--- config.mk ---
export PLATFORM = sky130hd
export DESIGN_NAME = team_06_i2s_tx
export DESIGN_NICKNAME = d
export VERILOG_FILES = /design/src/rtl/team_06_i2s_tx.sv
export SDC_FILE = /design/constraint.sdc
export NUM_CORES = 1
export LEC_CHECK = 0
export ABC_AREA = 1
export BUFFER_PORTS_ARGS = -buffer_cell sky130_fd_sc_hd__buf_2
export CORE_MARGIN = 5
export CORE_UTILIZATION = 53
export CTS_BUF_LIST = sky130_fd_sc_hd__clkbuf_16
export DETAILED_ROUTE_END_ITERATION = 16
export PLACE_DENSITY = 0.75
export SYNTH_ARGS = -nofsm -noshare
export SYNTH_HDL_FRONTEND = slang
export SYNTH_SLANG_ARGS = --single-unit
--- constraint.sdc ---
create_clock -name spiclk -period 2.4 [get_ports spiclk]
set_clock_uncertainty 0.1 [all_clocks]
set_input_delay 0 -clock spiclk [delete_from_list [all_inputs] [get_ports spiclk]]
set_output_delay 0 -clock spiclk [all_outputs]
set_load 0.02 [all_outputs]
--- src/rtl/team_06_i2s_tx.sv ---
// I2S transmitter: buffers 8-bit ADC samples in a small FIFO, converts offset binary
// to two's complement and plays each sample into both the left and right slot.
module team_06_i2s_tx #(
    parameter int DEPTH       = 4,
    parameter int SLOT_BITS   = 16,
    parameter int BCLK_DIV    = 2,
    parameter int SIGNED_CONV = 1
) (
    input  logic                   spiclk,
    input  logic                   rst,
    input  logic [7:0]             sample_in,
    input  logic                   sample_valid,
    input  logic                   en,
    input  logic                   clr_flags,
    output logic                   bclk,
    output logic                   ws,
    output logic                   sd,
    output logic [$clog2(DEPTH):0] fifo_level,
    output logic                   overflow,
    output logic                   underflow
);

    localparam int AW = $clog2(DEPTH);
    localparam int LW = AW + 1;
    localparam int PW = $clog2(2 * SLOT_BITS);
    localparam int CW = (BCLK_DIV > 1) ? $clog2(BCLK_DIV) : 1;
    localparam logic [PW-1:0] P_LAST = PW'(2 * SLOT_BITS - 1);
    localparam logic [CW-1:0] C_LAST = CW'(BCLK_DIV - 1);

    logic [CW-1:0] div_cnt;
    logic          div_wrap;
    logic          fall_evt;
    logic [PW-1:0] pos;
    logic [PW-1:0] pos_next;
    logic          fetch;
    logic          ws_next;
    logic          sd_next;
    logic [2:0]    left_idx;
    logic [2:0]    right_idx;
    logic [7:0]    frame;

    logic [7:0]    mem [DEPTH];
    logic [AW-1:0] wr_ptr;
    logic [AW-1:0] rd_ptr;
    logic          empty;
    logic          full;
    logic          push;
    logic          pop;
    logic [7:0]    head_conv;

    // bclk falls when the divider wraps while bclk is high; everything else keys off that.
    assign div_wrap = en && (div_cnt == C_LAST);
    assign fall_evt = div_wrap && bclk;
    assign pos_next = (pos == P_LAST) ? '0 : pos + 1'b1;
    assign fetch    = fall_evt && (pos == P_LAST);

    // sample_valid is a one-cycle strobe with no back-pressure: a push is taken whenever
    // there is room (or room is made by a pop in the same cycle), otherwise it is dropped.
    assign empty = (fifo_level == '0);
    assign full  = (fifo_level == LW'(DEPTH));
    assign pop   = fetch && !empty;
    assign push  = sample_valid && (!full || pop);

    assign head_conv = (SIGNED_CONV != 0) ? {~mem[rd_ptr][7], mem[rd_ptr][6:0]} : mem[rd_ptr];

    assign ws_next   = (pos_next >= PW'(SLOT_BITS));
    assign left_idx  = 3'(PW'(8) - pos_next);
    assign right_idx = 3'(PW'(SLOT_BITS + 8) - pos_next);

    always_comb begin
        sd_next = 1'b0;
        if ((pos_next >= PW'(1)) && (pos_next <= PW'(8))) begin
            sd_next = frame[left_idx];
        end else if ((pos_next >= PW'(SLOT_BITS + 1)) && (pos_next <= PW'(SLOT_BITS + 8))) begin
            sd_next = frame[right_idx];
        end
    end

    always_ff @(posedge spiclk or posedge rst) begin
        if (rst) begin
            div_cnt <= '0;
            bclk    <= 1'b0;
        end else if (en) begin
            div_cnt <= div_wrap ? '0 : div_cnt + 1'b1;
            if (div_wrap) begin
                bclk <= ~bclk;
            end
        end
    end

    always_ff @(posedge spiclk or posedge rst) begin
        if (rst) begin
            pos <= P_LAST;
            ws  <= 1'b0;
            sd  <= 1'b0;
        end else if (fall_evt) begin
            pos <= pos_next;
            ws  <= ws_next;
            sd  <= sd_next;
        end
    end

    // An empty FIFO at frame start plays a silent frame.
    always_ff @(posedge spiclk or posedge rst) begin
        if (rst) begin
            frame <= '0;
        end else if (fetch) begin
            frame <= pop ? head_conv : '0;
        end
    end

    always_ff @(posedge spiclk) begin
        if (push) begin
            mem[wr_ptr] <= sample_in;
        end
    end

    always_ff @(posedge spiclk or posedge rst) begin
        if (rst) begin
            wr_ptr     <= '0;
            rd_ptr     <= '0;
            fifo_level <= '0;
        end else begin
            if (push) begin
                wr_ptr <= wr_ptr + 1'b1;
            end
            if (pop) begin
                rd_ptr <= rd_ptr + 1'b1;
            end
            case ({push, pop})
                2'b10:   fifo_level <= fifo_level + 1'b1;
                2'b01:   fifo_level <= fifo_level - 1'b1;
                default: fifo_level <= fifo_level;
            endcase
        end
    end

    // A set in the same cycle as clr_flags wins.
    always_ff @(posedge spiclk or posedge rst) begin
        if (rst) begin
            overflow  <= 1'b0;
            underflow <= 1'b0;
        end else begin
            overflow  <= (sample_valid && full && !pop) || (overflow && !clr_flags);
            underflow <= (fetch && empty) || (underflow && !clr_flags);
        end
    end

endmodule

==> flow_summary.json <==
{
  "setup-violations-final": 0,
  "yosysMostFrequentCell": "sky130_fd_sc_hd__nand2_1",
  "timing.critical_path.from_type": "flip-flop",
  "clock_tree_from_tritoncts": "built",
  "post_drt_wl_per_cell_um": 14.1,
  "hold_path_class": "input pin to flip-flop",
  "insertion_delay_ns": 0.32,
  "synth.largest_area_cell": "sky130_fd_sc_hd__edfxtp_1",
  "global_route.overflow_total": 0,
  "vias_per_cell": 5.07,
  "global_routing_met3_resource_utilization": 0.0415,
  "num-nets-final": 317,
  "clock_path_buffers": 2,
  "final_hold_viol_count": 0,
  "n_fill_cell": 349,
  "critical_path_arrival_ns": 2.37,
  "seqCellArea_um2": 1620,
  "leakagePower_nw": 1.47,
  "cts.sinks": 58,
  "netlist_top_cells_area": "sky130_fd_sc_hd__edfxtp_1, sky130_fd_sc_hd__dfrtp_1, sky130_fd_sc_hd__nand2_1",
  "routed-via-count": 1854,
  "global_route.usage.met2": 0.309,
  "drt_iter0_markers": 111,
  "worstPathRequired_ns": 2.51,
  "drive_above_1_share": 0.221,
  "dieHeight_um": 80.5,
  "vdd_drop_max_v": 0.000701,
  "critical-path-top-delay-family": "simple AND/OR/NAND/NOR gates",
  "place.detailed.instances": 337,
  "grt.total_usage": 0.188,
  "fp.coreArea_um2": 4790,
  "crit_buf_inv": 2,
  "maxClockFrequency_mhz": 442,
  "synth_sequential_area_ratio": 0.614,
  "area_overhead_vs_synth_pct": 24.4,
  "cts_root_buf": "sky130_fd_sc_hd__clkbuf_16",
  "num_io_pins": 21,
  "final-instance-count-excl-fill": 366,
  "asyncSetResetFlopFracSynth": 0.448,
  "htree_levels": 3,
  "core.rowCount": 25,
  "grt.met1_usage": 0.224,
  "postSynthRegisterBits": 58,
  "drv_slew": 0,
  "yosys_most_used_dff": "sky130_fd_sc_hd__edfxtp_1",
  "gr-max-usage-layer": "met2",
  "die_w_um": 80.5,
  "vias_in_the_first_global_route": 1932,
  "worst_setup_path_end_kind": "flip-flop",
  "min_period_ns": 2.26,
  "multi_input_gate_area_in_the_final_layout_um2": 905,
  "critical_path.max_stage_delay_ns": 0.56,
  "path_clk_slew_ns": 0.05,
  "first_pass_iters": 4,
  "netlist_instances": 247,
  "design_power_total_w": 0.00352,
  "synth_edf_count": 32,
  "syn-cell-area_um2": 2640,
  "crit_path_frequent_cell": "sky130_fd_sc_hd__nand2_1",
  "insertedDiodeCount": 0,
  "slew_headroom": 0.340,
  "path_max_fanout": 7,
  "synth_cell_type_count": 32,
  "status": "completed",
  "start_util": 0.551,
  "port_buffers": 20,
  "synthesis.yosys.warnings": 0,
  "power_density_nw_per_um2": 1070,
  "postRouteWirelength_um": 5180,
  "final_min_period_over_clock_period": 0.942,
  "yosys-top-cells-count": "sky130_fd_sc_hd__nand2_1, sky130_fd_sc_hd__edfxtp_1, sky130_fd_sc_hd__nor2_1, sky130_fd_sc_hd__inv_1, sky130_fd_sc_hd__dfrtp_1",
  "dieArea_um2": 6480,
  "gpl.final_weighted_congestion": 0.780,
  "postSynthNetCount": 270,
  "crit_slowest_cell": "sky130_fd_sc_hd__dfstp_2",
  "synth_area_per_cell_um2": 10.7,
  "count_of_antenna_violating_nets_left_after_detailed_routing": 0,
  "timing.critical_path.cells": "ha_4, nand2_2, nor2_4, ha_4, inv_4, nor2_8, nand2_4, clkinv_4, nand2_4, fa_2, nand2_1, nand2_1, nand2_1, nand2_1",
  "numCtsBuffers": 9,
  "synth.top_cell.area_share": 0.364,
  "route.detailed.drc": 0,
  "maximum_number_of_pins_on_one_net_before_global_route_repair": 27,
  "global_route_wire_length_before_repair_um": 8940,
  "drv_cap": 0,
  "antenna_found_initial": 0,
  "critical_path_class": "flip-flop to flip-flop",
  "hpwlAfterDp_um": 3160,
  "worst_slew_pin_slew_ns": 0.988
}
registers in the layout (all words and copies together) (netlist names), 2 cells and up:
register,flops
pos,5
frame,8
mem,32
fifo_level,3
wr_ptr,2
rd_ptr,2
stage by stage:
stage	util	TNS, ns	hold WS (ns)	worst slack [ns]	cell area, µm²
global route	0.685	-0.00973	0.335	-0.00973	3280
global placement	0.599	0	0.113	0.0633	2870
finish	0.685	0	0.327	0.140	3280
detailed placement	0.599	-0.0298	0.114	-0.0298	2870
CTS	0.681	0	0.318	0.0247	3260
floorplan	-	-1.55	-0.0637	-0.0485	2650
per-layer routing:
metal | part of all wire | routed length [µm]
met1 | 0.44 | 2270
met2 | 0.49 | 2550
met3 | 0.037 | 189
met4 | 0.031 | 163
met5 | 0 | 0
final timing paths:
kind,startpoint,cells past startpoint,slack [ns],to
max,pos[1]$_DFFE_PP1N_,14,0.14,fifo_level[2]$_DFFE_PP0P_
min,sample_in[0],2,0.33,mem[1][0]$_DFFE_PP_
max reg2reg,pos[1]$_DFFE_PP1N_,14,0.14,fifo_level[2]$_DFFE_PP0P_
min reg2reg,sd$_DFFE_PP0N_,2,0.39,sd$_DFFE_PP0N_
max in group asynchronous,rst,3,1.24,frame[3]$_DFFE_PP0P_
min in group asynchronous,rst,3,0.36,wr_ptr[0]$_DFFE_PP0P_
logic make-up after synthesis:
group | Yosys count | share of synthesized area
xor gates and xnor gates | 5 | 0.0195
DFF | 58 | 0.614
buffers and inverters | 38 | 0.0574
adders and majority gates | 10 | 0.0503
AOI/OAI and AO/OA | 40 | 0.0835
and+or+nand+nor | 94 | 0.167
muxes | 2 | 0.00854
layout by cell type, fill, tap and decap left out, types with 2 or more instances in the layout:
| cell type | netlist | routed |
|---|---|---|
| sky130_fd_sc_hd__clkinv_1 | 0 | 3 |
| sky130_fd_sc_hd__o21ai_1 | 7 | 7 |
| sky130_fd_sc_hd__buf_4 | 0 | 9 |
| sky130_fd_sc_hd__clkbuf_16 | 0 | 9 |
| sky130_fd_sc_hd__nand4_1 | 3 | 3 |
| sky130_fd_sc_hd__ha_4 | 0 | 2 |
| sky130_fd_sc_hd__buf_2 | 3 | 20 |
| sky130_fd_sc_hd__nand2_2 | 1 | 2 |
| sky130_fd_sc_hd__dlygate4sd3_1 | 0 | 12 |
| sky130_fd_sc_hd__mux2_2 | 2 | 2 |
| sky130_fd_sc_hd__nand2_1 | 39 | 38 |
| sky130_fd_sc_hd__edfxtp_1 | 32 | 32 |
| sky130_fd_sc_hd__nor2_1 | 32 | 31 |
| sky130_fd_sc_hd__clkinv_2 | 0 | 2 |
| sky130_fd_sc_hd__ha_1 | 9 | 7 |
| sky130_fd_sc_hd__dfrtp_1 | 21 | 21 |
| sky130_fd_sc_hd__inv_2 | 3 | 2 |
| sky130_fd_sc_hd__dfstp_2 | 5 | 5 |
| sky130_fd_sc_hd__o22ai_1 | 10 | 10 |
| sky130_fd_sc_hd__nand3_1 | 11 | 11 |
| sky130_fd_sc_hd__o21ai_0 | 20 | 20 |
| sky130_fd_sc_hd__xor2_1 | 3 | 3 |
| sky130_fd_sc_hd__nand2_4 | 3 | 3 |
| sky130_fd_sc_hd__inv_1 | 29 | 31 |
report_power, final:
| part | switching, W | leakage, nW | internal, W |
|---|---|---|---|
| logic | 0.000622 | 0.754 | 0.000387 |
| registers | 0.000132 | 0.578 | 0.00130 |
| clock network | 0.000410 | 0.134 | 0.000673 |
timing repair:
action | 4_1_cts | 5_1_grt
endpoints found under the hold margin | 61 | 0
hold buffers | 12 | 0
setup endpoints to repair | 1 | 34
resized for setup | 3 | 2
setup buffers | 0 | 1
pin swaps | 0 | 1
gates cloned | 0 | 0
final cells by class:
type,instances,area share
multi-input combinational,151,0.276
clock inverter,7,0.00878
timing repair buffer,41,0.0878
inverter,33,0.0401
sequential,58,0.493
tap,67,0.0256
clock buffer,9,0.0687
Power figures use the tool's default switching activity.
